<file path="src/rtl/bus_encoder_arb.sv">
// rtl/bus_encoder_arb.sv - request vector encoder: strict one-hot, fixed priority or round-robin
// Registered result with valid/ready handshake, none/multi flags and a strict-mode error counter.
module bus_encoder_arb #(
   parameter int N = 32,
   parameter int W = 5,
   parameter int MODE = 0,
   parameter logic [W-1:0] DEFAULT_CODE = '1
) (
   input  logic         clk,
   input  logic         clr,
   input  logic [N-1:0] in_req,
   input  logic         in_valid,
   output logic         in_ready,
   output logic [W-1:0] out_code,
   output logic         out_valid,
   input  logic         out_ready,
   output logic         out_none,
   output logic         out_multi,
   output logic [7:0]   err_count
);

   logic [W-1:0] ptr;
   logic [W-1:0] ptr_next;
   logic [6:0]   pop;
   logic [W-1:0] low_code;
   logic [W-1:0] rr_code;
   logic [W-1:0] sel_code;
   logic [N-1:0] rot;
   logic [W:0]   rr_sum;
   logic         accept;
   logic         none_c;
   logic         multi_c;

   assign in_ready = !out_valid || out_ready;
   assign accept   = in_valid && in_ready;

   always_comb begin
      pop      = '0;
      low_code = DEFAULT_CODE;
      rr_code  = DEFAULT_CODE;
      rr_sum   = '0;
      sel_code = DEFAULT_CODE;
      ptr_next = '0;
      // rotate so bit 0 of rot is the request at ptr; doubling handles the wrap
      rot = N'({in_req, in_req} >> ptr);

      for (int i = 0; i < N; i++)
         pop = pop + 7'(in_req[i]);

      for (int i = N - 1; i >= 0; i--)
         if (in_req[i])
            low_code = W'(i);

      for (int k = N - 1; k >= 0; k--) begin
         if (rot[k]) begin
            rr_sum = {1'b0, ptr} + (W+1)'(k);
            if (rr_sum >= (W+1)'(N))
               rr_sum = rr_sum - (W+1)'(N);
            rr_code = rr_sum[W-1:0];
         end
      end

      none_c  = (pop == 7'd0);
      multi_c = (pop >= 7'd2);

      if (MODE == 0)
         sel_code = (pop == 7'd1) ? low_code : DEFAULT_CODE;
      else if (MODE == 1)
         sel_code = low_code;
      else
         sel_code = rr_code;

      ptr_next = (rr_code == W'(N - 1)) ? '0 : rr_code + W'(1);
   end

   always_ff @(posedge clk) begin
      if (clr) begin
         out_valid <= 1'b0;
         out_code  <= DEFAULT_CODE;
         out_none  <= 1'b0;
         out_multi <= 1'b0;
         err_count <= 8'd0;
         ptr       <= '0;
      end else begin
         if (accept) begin
            out_valid <= 1'b1;
            out_code  <= sel_code;
            out_none  <= none_c;
            out_multi <= multi_c;
            if (MODE == 2 && !none_c)
               ptr <= ptr_next;
            if (MODE == 0 && (none_c || multi_c) && err_count != 8'hFF)
               err_count <= err_count + 8'd1;
         end else if (out_ready) begin
            out_valid <= 1'b0;
         end
      end
   end

endmodule

</file>
<file path="config.mk">
export PLATFORM = sky130hd
export DESIGN_NAME = bus_encoder_arb
export DESIGN_NICKNAME = d
export VERILOG_FILES = /design/src/rtl/bus_encoder_arb.sv
export SDC_FILE = /design/constraint.sdc
export NUM_CORES = 1
export LEC_CHECK = 0
export BUFFER_PORTS_ARGS = -buffer_cell sky130_fd_sc_hd__buf_2
export CORE_MARGIN = 3
export CORE_UTILIZATION = 46
export DETAILED_ROUTE_END_ITERATION = 7
export GPL_TIMING_DRIVEN = 0
export PLACE_DENSITY = 0.75
export SLEW_MARGIN = 0
export SYNTH_ARGS = -nofsm -noshare
export SYNTH_HDL_FRONTEND = slang
export SYNTH_SLANG_ARGS = --single-unit
</file>
<file path="constraint.sdc">
create_clock -name clk -period 5.35 [get_ports clk]
set_input_delay 0.8025 -clock clk [delete_from_list [all_inputs] [get_ports clk]]
set_output_delay 0.8025 -clock clk [all_outputs]
set_load 0.02 [all_outputs]
</file>
After elaboration in Yosys (flattened, before gate mapping)

Index checks and enable logic that the tools add are counted.
Widths: inputs -> output; s select.

Reduce and logical (&&, ||, !) cells: 8
Equal/unequal tests: 2
Muxes and demuxes: 34
$lt $le $gt $ge: 1
Add/sub/neg operators: 32

Operators by type and width:

| cell                | count |
|---|---|
| $add 7x1->7         | 25 |
| $mux 5              | 30 |
| $add 8x1->8 const B | 1 |
| $ne 8x8->1 const B  | 1 |
| $add 6x1->7         | 1 |
| $eq 7x1->1 const B  | 1 |
| $ge 7x2->1 const B  | 1 |
| $logic_not 7->1     | 1 |
| $add 5x1->6         | 1 |
| $add 4x1->5         | 1 |
| $add 3x1->4         | 1 |
| $add 2x1->3         | 1 |
| $mux 1              | 3 |
| $add 1x1->2         | 1 |
| $logic_and 1x1->1   | 2 |
| $logic_or 1x1->1    | 2 |
| $mux 2              | 1 |
| $reduce_and 2->1    | 1 |
| $reduce_bool 2->1   | 1 |
| $logic_not 1->1     | 1 |

Input port bits: 36
Bits in registers: 16

Logic depth before layout (Yosys ltp)

Gate-level depths: netlist (run 1).

Word-level depth: 35
Gate-level depth with buffers: 18
Depth with buffers taken out: 18

Least setup slack after synthesis (run 1)

OpenSTA, ideal clock, no wires.

Path kind: input to register
From: input in_req[11]
To: register out_code[2]
Data required time: 5230 ps
Stages: 18
Path slack: -254 ps
Data arrival time: 5484 ps
Setup time: 120 ps
Path buffers: 0
Cell sequence: fa_1 inv_1 fa_1 inv_1 fa_1 fa_1 fa_1 inv_1 fa_1 inv_1 ha_1 inv_1 fa_1 nor3b_1 nand3_1 o21ai_2 nand2b_1 a211o_1

Word-level cells in the longest chain between the ends: 23
Elaborated cells between the ends (all ways): 35
Classes of those cells: add/sub: 21; eq/ne: 1; mux: 13

RTL lines:

| element                    | line | source |
|---|---|---|
| start, declared            | 11   | `input logic [N-1:0] in_req,` |
| $add 7x1->7 (21 in series) | 48   | `pop = pop + 7'(in_req[i]);` |
| $eq 7x1->1                 | 67   | `sel_code = (pop == 7'd1) ? low_code : DEFAULT_CODE;` |
| $mux 5 *                   | 67   |  |
| end signal, assigned       | 87   | `out_code <= sel_code;` |
| end, declared              | 14   | `output logic [W-1:0] out_code,` |

Mark *: on every way between the ends. The rest lies on a longest branch, timed or not.
A chain may end at the register's enable or synchronous reset.

Worst setup path in the final report (run 1)

From: input in_req[27]
To: register err_count[1]

Word-level cells in the longest chain between the ends: 9
Elaborated cells between the ends (all ways): 10
Classes of those cells: add/sub: 5; order compare: 1; reduce/logical: 4

RTL lines:

| element                                       | line   | source |
|---|---|---|
| $add 7x1->7 * (5 in series)                   | 48     |  |
| $ge 7x2->1 or $logic_not 7->1 (tied branches) | 64, 63 |  |
| $logic_or 1x1->1 *                            | 92     | `if (MODE == 0 && (none_c \|\| multi_c) && err_count != 8'hFF)` |
| $logic_and 1x1->1 *                           | 92     |  |
| $reduce_and 2->1 (no source line) *           | n/a    |  |
| end signal, assigned                          | 93     | `err_count <= err_count + 8'd1;` |
| end, declared                                 | 19     | `output logic [7:0] err_count` |

Marked as above.

==> results of run 1 <==
-- cell usage after synthesis, types with 3 or more instances --
cell,count,area share
sky130_fd_sc_hd__dfxtp_1,16,0.18
sky130_fd_sc_hd__ha_1,8,0.056
sky130_fd_sc_hd__nor3_1,4,0.011
sky130_fd_sc_hd__or4_1,5,0.021
sky130_fd_sc_hd__inv_1,40,0.085
sky130_fd_sc_hd__nor3b_1,3,0.013
sky130_fd_sc_hd__nand2b_1,5,0.018
sky130_fd_sc_hd__a211o_1,3,0.015
sky130_fd_sc_hd__nand2_1,3,0.0063
sky130_fd_sc_hd__nor2b_1,3,0.011
sky130_fd_sc_hd__a21oi_1,15,0.042
sky130_fd_sc_hd__o21ai_0,7,0.020
sky130_fd_sc_hd__fa_1,24,0.27
sky130_fd_sc_hd__o31ai_1,4,0.017
sky130_fd_sc_hd__nor2_1,20,0.042
sky130_fd_sc_hd__nor4_1,7,0.025
sky130_fd_sc_hd__mux2_2,4,0.025
sky130_fd_sc_hd__nand3_1,8,0.023
-- how the worst max path moves through the flow --
stage                    start  cells after the start            to  slack [ns]
floorplan           in_req[11]                     18   out_code[2]       -0.17
global placement    in_req[11]                     19   out_code[4]       -0.62
detailed placement  in_req[17]                     19   out_code[4]       -0.65
CTS                 in_req[27]                     19  err_count[3]       -0.26
global route        in_req[27]                     19  err_count[5]       -0.45
finish              in_req[27]                     20  err_count[1]       -0.26
-- through the flow --
| stage | cell area [um2] | cells |
|---|---|---|
| after floorplan | 1800 | 207 |
| after global placement | 2120 | 305 |
| after detailed placement | 2120 | 305 |
| after CTS | 2240 | 312 |
| after global routing | 2280 | 314 |
| final | 2280 | 314 |
-- layout by cell type, fill, tap and decap left out, types with 2 or more instances in the layout --
cell type                  Yosys  final
sky130_fd_sc_hd__buf_2         0     47
sky130_fd_sc_hd__inv_1        40     37
sky130_fd_sc_hd__fa_1         24     23
sky130_fd_sc_hd__nor2_1       20     19
sky130_fd_sc_hd__dfxtp_1      16     16
sky130_fd_sc_hd__a21oi_1      15     12
sky130_fd_sc_hd__nand3_1       8      7
sky130_fd_sc_hd__buf_4         1      7
sky130_fd_sc_hd__o21ai_0       7      7
sky130_fd_sc_hd__nor4_1        7      7
sky130_fd_sc_hd__ha_1          8      7
sky130_fd_sc_hd__mux2_2        4      4
sky130_fd_sc_hd__nand2b_1      5      4
sky130_fd_sc_hd__o31ai_1       4      4
sky130_fd_sc_hd__nor3_1        4      4
sky130_fd_sc_hd__buf_6         0      4
sky130_fd_sc_hd__inv_2         0      3
sky130_fd_sc_hd__nor2b_1       3      3
sky130_fd_sc_hd__nand2_1       3      3
sky130_fd_sc_hd__a21oi_2       0      3
sky130_fd_sc_hd__or4_1         5      3
sky130_fd_sc_hd__a211o_1       3      3
sky130_fd_sc_hd__clkbuf_8      0      3
sky130_fd_sc_hd__clkbuf_1      2      2
sky130_fd_sc_hd__and3_1        2      2
sky130_fd_sc_hd__and2_1        2      2
sky130_fd_sc_hd__nor3b_1       3      2
sky130_fd_sc_hd__or3_1         2      2
sky130_fd_sc_hd__a21boi_0      2      2
sky130_fd_sc_hd__a221oi_1      2      2
sky130_fd_sc_hd__o211ai_1      2      2
sky130_fd_sc_hd__or4_4         0      2
-- cell families after synthesis --
| kind of cell | Yosys count | synth area share |
|---|---|---|
| and+or+nand+nor | 69 | 0.213 |
| buffers and inverters | 43 | 0.0930 |
| DFF | 16 | 0.180 |
| adders and majority gates | 32 | 0.327 |
| AOI/OAI and AO/OA | 42 | 0.156 |
| muxes | 5 | 0.0310 |
-- flip-flops by register name, summed over array words and instances (netlist names) --
name / count
err_count: 8
out_code: 5
out_multi: 1
out_none: 1
out_valid: 1
-- final cells by class --
cell class              instances  area [um2]  share of cell area
plain buffers                   3        15.0             0.00659
clock buffers                   3        41.3              0.0181
inverters                      40         150              0.0659
multi-input cells             148        1350               0.594
flip-flops and latches         16         320               0.141
well taps                      46        57.6              0.0253
repair buffers                 58         340               0.149
-- routing by layer --
layer	wire, um	up-vias	track usage
met1	1920	761	0.286
met4	36	0	0.0298
met5	0	-	0
met2	2040	42	0.349
met3	236	7	0.0411
li1	-	829	-
-- power breakdown --
| part | total [mW] | switching, mW | internal, mW |
|---|---|---|---|
| combinational | 0.944 | 0.480 | 0.464 |
| sequential | 0.147 | 0.0106 | 0.136 |
| clock | 0.0888 | 0.0389 | 0.0499 |
-- critical path: cells and delay by family --
family | cells | cell delay (ns)
buffers and inverters | 7 | 0.47
AO/OA/AOI/OAI | 2 | 0.24
AND/OR/NAND/NOR | 3 | 0.71
adder cells (fa/ha/maj) | 8 | 3.56
-- what timing repair did --
item                                    4_1_cts  5_1_grt
gates resized for setup                      17        7
setup buffers                                 4        2
pin swaps                                    11        3
hold buffers                                  0        0
endpoints found under the setup margin       13       13
==> results, run 1 <==
- Dividing the final minimum period by the clock period gives 1.05.
- The worst hold-check slack is 0.455 ns.
- The routed layout has 1639 vias.
- In this run the tool buffered the top-level ports with 52 buffer cells.
- The fraction of registers with async set or reset after synthesis is 0.
- The initial utilization of the core area, before any placement, comes to 0.505.
- The die is ~68 um tall.
- The most frequently used flop master after synthesis is sky130_fd_sc_hd__dfxtp_1.
- The flip-flop and latch count after synthesis is 16.
- The run finished, with violations left.
- TritonCTS built the clock tree.
- The power per unit of standard cell area is roughly 520 nW/um2.
- At the pin with the least slew margin, the transition time is 0.570 ns.
- The filler cell count in the final layout is 325.
- The slowest cell on the critical path is sky130_fd_sc_hd__fa_1.
- Once routing completed, OpenROAD measured the worst setup slack at -0.256 ns.
- The number of distinct standard cells referenced by the synthesized netlist is 39.
- The number of pins with negative max-slew slack in the final report is 0.
- The class of the most critical hold timing path is reg -> reg.
- The first TritonRoute pass finished after 4 iterations.
- The worst setup path is of the in -> reg kind.
- The data required time of the worst path is 5.53 ns.
- The post-CTS clock slew at the launch and capture registers of the worst setup and hold paths is 0.06 ns.
- The initial antenna violation count is 0.
- The terminus of the critical flop-to-flop path is err_count[3].
- The endpoint of the worst hold-timing path is out_none.
- The signal on the critical path passes through buf_8 > fa_1 > fa_1 > inv_1 > fa_1 > inv_2 > fa_1 > fa_1 > inv_2 > fa_1 > inv_1 > ha_2 > inv_2 > fa_2 > nor3b_4 > nand3_2 > o21ai_4 > buf_6 > or3b_2 > a21oi_2.
- Counting cells, the worst reg-to-reg path comes to 5.
- The final net count is roughly 340.
- Setup repair after global routing could not meet its margin everywhere.
- The setup slack at placement is -0.650 ns.
- The setup skew after layout is 0.00129 ns.
- Summing internal, switching and leakage power gives between 1 and 1.5 mW.
- The number of warnings printed during yosys synthesis is 0.
- The library cell appearing most often on the critical path is sky130_fd_sc_hd__fa_1.
- The number of flops mapped to enable cells by yosys is 0.
- The critical path endpoint category is a flop.
- The first global-routing pass estimated 7320 um of wire.
- The clock net sink count is 16.
- STA classifies the critical path startpoint as an input pin.
- For this run, the register share of the synthesized area comes to 0.180.
- The root buffer selected by CTS is sky130_fd_sc_hd__clkbuf_8.
- In this run the deepest clock path goes through 2 buffers.
- The minimum setup slack among reg-to-reg paths is about 3.7 ns.
- The CTS H-tree depth is 1.
- When the netlist entered floorplanning its net count stood at 275.
- The overall overflow remaining after global route is 0.
- In this run the mean area of a mapped cell was 8.58 um2.
- For this design the top-level I/O count stands at 53.
- The growth of design area from synthesis to finish is 28.2%.
- The origin of the critical flop-to-flop path is err_count[4].
- The total standard cell area after synthesis is roughly 1800 um2.
- The final layout contains routed wiring with a total length of 4230 um.
- The analysis attributes to cell leakage a power of 1.06 nW.
- The fraction of layout cells with a size suffix above 1 is 0.317.
- The highest net fanout along the worst path is 7.
- The longest individual stage delay on the worst path is 0.52 ns.
- For this run, the total global-route usage over all layers was measured as 0.209.
- Entering global routing, the biggest net connects 11 pins.
- In this run the standard cell core region covers 3520 um2.
- Max-cap violations in this run came to 0.
- The arrival time of data at the critical path endpoint is 5.78 ns.
- The worst hold path cell count is 2.
- The number of endpoints with negative hold slack in the final report came to 0.
- The final sum of negative setup slack is -2.75 ns.
- The final reports fail on negative setup slack.
- Clock tree synthesis inserted a total of 3 buffers.
- VDD sags by at most 0.492 mV.
- After detailed routing, the average wire length per cell comes to 13.5 um.
- Counting I/O delays and the setup requirement, the final critical path takes 5.61 ns.
- The synthesized instance count is 207.
- The x dimension of the die is 68.2 um.
- The post-DP HPWL is 3480 um.
- The number of vias per cell after detailed routing is ~5.2.
- The die footprint is roughly 4600 um2.
- At the end of the flow the core is filled with cells to 0.647.
- At the end of routability-driven placement, the weighted congestion stood at 0.804.
- The residual DRC count is 0.
- Based on the critical path, the design can be clocked at up to 0.178 GHz.
- The number of nets with antenna violations after routing is 0.
- The worst max-slew margin expressed relative to the limit is 0.620.
- The startpoint of the lowest-slack hold path is out_none.
- The number of DRC markers after the initial detailed-route iteration is between 50 and 60.
- The number of global-route vias before repair came to between 1500 and 2000.
- The number of diodes is 0.
- For the worst-skew pair, the clock arrives at the later sink with an insertion delay of 0.25 ns.
- Setup violations remaining at the end of the flow were counted as 13.
- Row generation in the floorplan step produced 21 rows.
Note: power is estimated with default switching activity, not from simulation.
==> run 2: changes to the inputs <==
--- a/config.mk
+++ b/config.mk
@@ -8,9 +8,10 @@
 export BUFFER_PORTS_ARGS = -buffer_cell sky130_fd_sc_hd__buf_2
 export CORE_MARGIN = 3
 export CORE_UTILIZATION = 46
+export CTS_CLUSTER_SIZE = 30
 export DETAILED_ROUTE_END_ITERATION = 7
 export GPL_TIMING_DRIVEN = 0
-export PLACE_DENSITY = 0.75
+export PLACE_DENSITY = 0.72
 export SLEW_MARGIN = 0
 export SYNTH_ARGS = -nofsm -noshare
 export SYNTH_HDL_FRONTEND = slang
==> constraint.sdc (replaced) <==
create_clock -name clk -period 6.5 [get_ports clk]
set_input_delay 0.975 -clock clk [delete_from_list [all_inputs] [get_ports clk]]
set_output_delay 0.975 -clock clk [all_outputs]
set_load 0.02 [all_outputs]
==> run 2 against run 1 <==
Net effect:
- the run now ends clean
- cell count decreased by 1.9%
- critical path depth decreased by 1
- sequential power decreased by 18%
- worst hold slack improved by 0.0032 ns
- power decreased by 32%
- worst setup slack improved by 0.73 ns
- clock skew increased by 0.00087 ns
- die area unchanged
- utilization decreased by 4.0 points
- flip-flop and latch count unchanged
- combinational power decreased by 35%
==> results, run 2 (synthesized netlist as in run 1, its figures left out) <==
- The overall via count from detail_route is 1607.
- The post-cts repair resize count is 0.
- The clock network power share is 0.093.
- The power per unit of standard cell area is 377 nW/um2.
- The data required time of the worst path is 6.64 ns.
- The count of input and output buffers is 52.
- Clock skew on the completed layout was measured at approximately 0.0022 ns.
- The critical path endpoint category is a flop.
- After clock tree synthesis, the setup repair step added 0 buffers.
- The class of the most critical hold timing path is reg -> reg.
- The net switching component of the power is 372 uW.
- Counting flops per register, the top entry is err_count.
- The clock drives 16 sinks.
- For the pin with the worst max-slew slack, the measured transition is 0.498 ns.
- In the final layout, the registers with the most flip-flops are err_count x8, out_code x5.
- Detailed placement ended at an HPWL of 3400 um.
- For this configuration, the core starts out at a cell density of 0.505.
- The switching fraction of total power is 0.463.
- The initialized floorplan defines 21 standard-cell rows.
- At the end of routability-driven placement, the weighted congestion stood at ~0.83.
- The count of pins on the block boundary is 53.
- The portion of total power attributed to sequential cells is 0.149.
- IR analysis of the VDD net gives a maximum drop of 0.492 mV.
- The number of iterations in the first detailed-routing pass is 7.
- The core region is 3520 um2.
- The register with the most flip-flops in the layout has 8 of them.
- The number of global-route vias before repair is 1478.
- Total power for the finished layout comes to a little over 800 uW.
- The worst hold path passes through 2 cells.
- The origin of the critical flop-to-flop path is err_count[4].
- The first routing iteration left 119 violations.
- The detail route stage leaves a number of antenna-violating nets equal to 0.
- The overall overflow remaining after global route is 0.
- The share of the clock period used by the worst path after layout is 0.928.
- The upper clock frequency limit is 0.166 GHz.
- The library cells used most frequently in the layout, excluding fill and tap cells, are 52 x sky130_fd_sc_hd__buf_2, 40 x sky130_fd_sc_hd__inv_1, 24 x sky130_fd_sc_hd__fa_1, 20 x sky130_fd_sc_hd__nor2_1, 16 x sky130_fd_sc_hd__dfxtp_1.
- Once layout is done, the placed cells without fillers occupy 2140 um2.
- The post-CTS clock slew at the launch and capture registers of the worst setup and hold paths is roughly 0.06 ns.
- The startpoint type of the worst setup path is an input pin.
- The number of maximum-capacitance constraint violations is 0.
- In the routed design, unresolved DRC markers number 0.
- Buffers inserted during clock tree synthesis total 3.
- The fraction of layout cells with a size suffix above 1 is 0.244.
- The initial antenna violation count is 0.
- Hold timing on the final database bottoms out at a slack of 0.458 ns.
- Cell internal power was estimated by the tool at 432 uW.
- The first-pass GRT wire length is 6660 um.
- The commonest non-fill, non-tap cell in the layout is sky130_fd_sc_hd__buf_2.
- Setup repair after global routing left no endpoint under its margin.
- The worst max-slew margin expressed relative to the limit is 0.668.
- The x dimension of the die is 68.2 um.
- The worst setup path startpoint is in_req[11].
- The worst reg-to-reg path cell count is 5.
- The highest net fanout along the worst path is 10.
- After detailed placement, the total cell area comes to 2090 um2.
- Counting along the longest clock path gives a buffer depth of 2.
- The root buffer selected by CTS is sky130_fd_sc_hd__clkbuf_8.
- The largest net degree at the start of global routing is 11.
- The startpoint of the lowest-slack hold path is out_none.
- The CTS tree is built.
- For this run, the share of the core covered by cells in the final layout is 0.607.
- The leakage power summed over all cells is 1.01 nW.
- The number of diodes is 0.
- The combinational share of power is 0.758.
- In this run the number of H-tree levels came out at 1.
- Setup violations remaining at the end of the flow were counted as 0.
- Relative to the synthesized area, the layout overhead comes to 20.2%.
- In the final routed layout, each cell accounts on average for 12.6 um.
- The flow ran to the end, and the final reports show no timing, DRC or antenna violations.
- Buffers inserted to repair hold after CTS numbered 0.
- The critical path in this run is classified as in -> reg.
- The die covers 4640 um2.
- In the routed layout, each cell is associated on average with a via count of ~5.2.
- For the worst setup path, the data arrival time is a little over 6 ns.
- The overall fraction of global-route tracks in use is 0.190.
- The final sum of negative setup slack is 0 ns.
- The height of the die is 68.2 um.
- The number of pins with negative max-slew slack in the final report is 0.
- For this run, the post-layout net count is around 330.
- Summed over all layers, the routed wires come to 3870 um.
- The post-route minimum period is 6.03 ns.
- The number of endpoints with negative hold slack in the final report is 0.
- At the later pin of the worst-skew pair, clock insertion delay measures 0.25 ns.
## run 2: power by group through the flow
stage	combinational, mW	sequential [mW]	clock, mW
global route	0.723	0.122	0.0820
floorplan	0.468	0.139	0
global placement	0.604	0.122	0
CTS	0.624	0.120	0.0777
finish	0.609	0.120	0.0747
detailed placement	0.617	0.122	0
## run 2: critical path: stages
cell	delay [ns]
sky130_fd_sc_hd__buf_2	0.13
sky130_fd_sc_hd__fa_1	0.55
sky130_fd_sc_hd__inv_1	0.05
sky130_fd_sc_hd__fa_1	0.47
sky130_fd_sc_hd__inv_1	0.05
sky130_fd_sc_hd__fa_1	0.45
sky130_fd_sc_hd__fa_1	0.50
sky130_fd_sc_hd__fa_1	0.52
sky130_fd_sc_hd__inv_1	0.05
sky130_fd_sc_hd__fa_1	0.43
sky130_fd_sc_hd__inv_1	0.06
sky130_fd_sc_hd__ha_1	0.18
sky130_fd_sc_hd__inv_1	0.06
sky130_fd_sc_hd__fa_1	0.48
sky130_fd_sc_hd__nor3b_1	0.21
sky130_fd_sc_hd__nand3_1	0.15
sky130_fd_sc_hd__o21ai_2	0.33
sky130_fd_sc_hd__nand2b_1	0.20
sky130_fd_sc_hd__a211o_1	0.30
## run 2: worst paths after layout
check                                     to  slack (ns)
worst max-delay path             out_code[4]        0.47
worst min-delay path                out_none        0.46
worst min register to register      out_none        0.46
worst max register to register  err_count[5]        4.90
## run 2: area by class of cell
type,instances,area (um2)
buffer,3,15.0
clock buffer,3,41.3
fill,330,1390
inverter,40,150
multi-input combinational,148,1290
sequential,16,320
tap,46,57.6
timing repair buffer,52,260
## run 2: routing by layer
metal	share of wire	global-route usage	wire, um	vias to the layer above
li1	-	-	-	821
met1	0.48	0.283	1860	739
met2	0.45	0.285	1720	43
met3	0.067	0.0394	258	4
met4	0.0059	0.0372	23	0
met5	0	0	0	-
## run 2: per-stage QoR
stage                     setup WS (ns)  std cells
final                             0.471        308
after detailed placement          0.213        305
after floorplan                   0.724        207
after global placement            0.233        305
after global routing              0.141        308
after CTS                         0.447        308
==> run 3: changes to the inputs <==
--- a/config.mk
+++ b/config.mk
@@ -5,13 +5,12 @@
 export SDC_FILE = /design/constraint.sdc
 export NUM_CORES = 1
 export LEC_CHECK = 0
-export BUFFER_PORTS_ARGS = -buffer_cell sky130_fd_sc_hd__buf_2
 export CORE_MARGIN = 3
 export CORE_UTILIZATION = 46
 export CTS_CLUSTER_SIZE = 30
 export DETAILED_ROUTE_END_ITERATION = 7
+export DONT_BUFFER_PORTS = 1
 export GPL_TIMING_DRIVEN = 0
-export PLACE_DENSITY = 0.72
 export SLEW_MARGIN = 0
 export SYNTH_ARGS = -nofsm -noshare
 export SYNTH_HDL_FRONTEND = slang
==> run 3 against run 2 <==
Net effect:
- flip-flop and latch count is the same
- register-to-register slack worse by 0.23 ns
- clock power grew 16%
- final area fell by 12%
- worst hold slack better by 0.10 ns
- wire length up 3.5%
- cell count fell by 17%
- first-iteration DRC count fell by 55%
- critical path depth decreased by 1
- sequential power is 16% higher
- critical path type unchanged
- highest routed layer is now met3
==> results, run 3 (synthesized netlist as in run 1, its figures left out) <==
- The flow ran to the end, and the final reports show no timing, DRC or antenna violations.
- Power spread over the standard cell area amounts to 416 nW/um2.
- Clock tree synthesis found a total of 16 sinks.
- The data required time of the worst path is 6.64 ns.
- Setup repair after global routing left no endpoint under its margin.
- The floorplan step set the die height to 68.2 um.
- The number of DRC markers after the initial detailed-route iteration is 53.
- Ranked by flip-flop count, first place goes to err_count.
- 53 I/O pins were placed.
- The clock network power share is 0.110.
- The final cell count without fillers is 257.
- The number of maximum-capacitance constraint violations is 0.
- The class of the most critical hold timing path is reg -> reg.
- The die footprint is 4640 um2.
- The setup path with the least slack is of type in -> reg.
- The post-cts repair resize count is 0.
- For this run, the slowest stage of the critical path takes 0.55 ns.
- The source-to-sink clock delay at the later pin of the worst-skew pair is 0.25 ns.
- Walking the worst path, the cells encountered are fa_1 > inv_1 > fa_1 > inv_1 > fa_1 > fa_1 > fa_1 > inv_1 > fa_1 > inv_1 > ha_1 > inv_1 > fa_1 > nor3b_1 > nand3_1 > o21ai_2 > nand2b_1 > a211o_1.
- Headroom to the max-slew limit came out at 0.679.
- The library cell appearing most often on the critical path is sky130_fd_sc_hd__fa_1.
- In the final layout, the share of cells above drive strength 1 is 0.0616.
- The number of global-route vias before repair is roughly 1500.
- Among all stages on the critical path, the largest delay is contributed by sky130_fd_sc_hd__fa_1.
- The largest registers in the layout are err_count x8, out_code x5.
- The number of endpoints with negative hold slack in the final report is 0.
- The footprint of the flip-flops and latches is 320 um2.
- The first detailed-routing pass took 4 iterations.
- The final sum of negative setup slack is 0 ns.
- The leakage power summed over all cells is 0.807 nW.
- The portion of total power attributed to sequential cells is 0.177.
- The share of the clock period used by the worst path after layout is 0.911.
- The overall fraction of global-route tracks in use is 0.188.
- Leaving out fill and tap cells, the most frequent cell in the layout is sky130_fd_sc_hd__inv_1.
- In the layout the commonest cells are 40 x sky130_fd_sc_hd__inv_1, 24 x sky130_fd_sc_hd__fa_1, 20 x sky130_fd_sc_hd__nor2_1, 16 x sky130_fd_sc_hd__dfxtp_1, 15 x sky130_fd_sc_hd__a21oi_1.
- For this design the total switching power over the nets is 357 uW.
- Internal power comes to 429 uW.
- The CTS H-tree depth is 1.
- Across the VDD grid, the largest voltage drop is 0.341 mV.
- Entering global routing, the biggest net connects 11 pins.
- The startpoint type of the worst setup path is an input pin.
- The CTS tree is built.
- The final weighted congestion in routability-driven placement is 0.783.
- The register with the most flip-flops in the layout has 8 of them.
- After clock tree synthesis, the clock-pin slew on the worst setup and hold paths is 0.06 ns.
- In this run the tool buffered the top-level ports with 0 buffer cells.
- The starting utilization of the core area is 0.505.
- At the worst endpoint, the arrival time is 6.06 ns.
- The post-CTS repair timing setup buffer count is 0.
- The number of diodes is 0.
- Once layout is complete, the utilization of the core stands at 0.537.
- In this run the clock root is driven by a sky130_fd_sc_hd__clkbuf_8.
- Detailed placement ended at an HPWL of about 3500 um.
- In the routed design, unresolved DRC markers number 0.
- The TritonCTS buffer count is 3.
- The upper clock frequency limit is 0.169 GHz.
- For the finished layout, the period the worst path requires is 5.92 ns.
- For the pin with the worst max-slew slack, the measured transition is 0.481 ns.
- After global routing the overflow that remains totals 0.
- The count of hold-fix buffers inserted at cts is 0.
- After detailed routing, the average wire length per cell comes to 15.6 um.
- For this run, the post-layout net count is 280.
- Clock skew on the completed layout was measured at 0.00478 ns.
- The initial antenna violation count is 0.
- The number of placed cells counting well taps is about 250.
- The setup violation total in the final timing report is 0.
- The floorplan has 21 rows.
- The overall via count from detail_route is 1453.
- The first global-routing pass estimated about 6700 um of wire.
- Counting the fill cells in the layout gives ~340.
- The switching fraction of total power is 0.454.
- In this run the worst path has a maximum fanout of 10.
- The area growth from synthesis to layout is 6.34%.
- The count of nets left with antenna violations once routing finished came out at 0.
- The number of vias per cell after detailed routing is around 5.7.
- The critical path endpoint category is a flop.
- The worst-case clock buffer depth is 2.
- The total area inside the core boundary comes to 3520 um2.
- The total area of multi-input combinational cells is 1290 um2.
- Wires add up to 4000 um.
- The combinational share of power is 0.712.
- The die is approximately 70 um wide.
- The number of pins with negative max-slew slack in the final report is 0.
- The total chip power is 785 uW.
-- run 3: metrics by stage --
stage / hold WS, ns / setup slack [ns] / area, um2
global route: 0.602 / 0.254 / 1890
detailed placement: 0.558 / 0.319 / 1830
global placement: 0.548 / 0.358 / 1830
floorplan: 0.530 / 0.724 / 1780
CTS: 0.570 / 0.537 / 1890
finish: 0.561 / 0.578 / 1890
-- run 3: worst max-delay path: cells and delay by family --
family	cells	cell delay [ns]
buf+inv	5	0.29
simple gates	3	0.57
fa+ha+maj	8	3.58
compound gates	2	0.65
-- run 3: power groups by stage --
| stage | Sequential [mW] | Clock, mW | Combinational [mW] |
|---|---|---|---|
| 3_5_place_dp | 0.142 | 0 | 0.569 |
| 3_3_place_gp | 0.141 | 0 | 0.556 |
| 6_report | 0.139 | 0.0866 | 0.559 |
| 5_1_grt | 0.142 | 0.0937 | 0.663 |
| 4_1_cts | 0.140 | 0.0888 | 0.576 |
| 2_1_floorplan | 0.139 | 0 | 0.468 |
-- run 3: path summary, 6_finish.rpt --
path	start	to	slack, ns	depth (start not counted)
worst min-delay path	out_none	out_none	0.56	2
worst max-delay path	in_req[11]	out_code[4]	0.58	18
worst max register to register	err_count[4]	err_count[5]	4.67	5
worst min register to register	out_none	out_none	0.56	2
-- run 3: area by class of cell --
type / count / share of cell area
Buffer: 3 / 0.00795
Inverter: 40 / 0.0795
Multi-Input combinational cell: 148 / 0.683
Sequential cell: 16 / 0.170
Clock buffer: 4 / 0.0291
Tap cell: 46 / 0.0305
-- run 3: per-layer routing --
metal | up-vias | global-route usage | part of all wire
met3 | 0 | 0.0558 | 0.090
met4 | 0 | 0.00744 | 0
li1 | 715 | - | -
met2 | 52 | 0.292 | 0.46
met5 | - | 0 | 0
met1 | 686 | 0.272 | 0.45
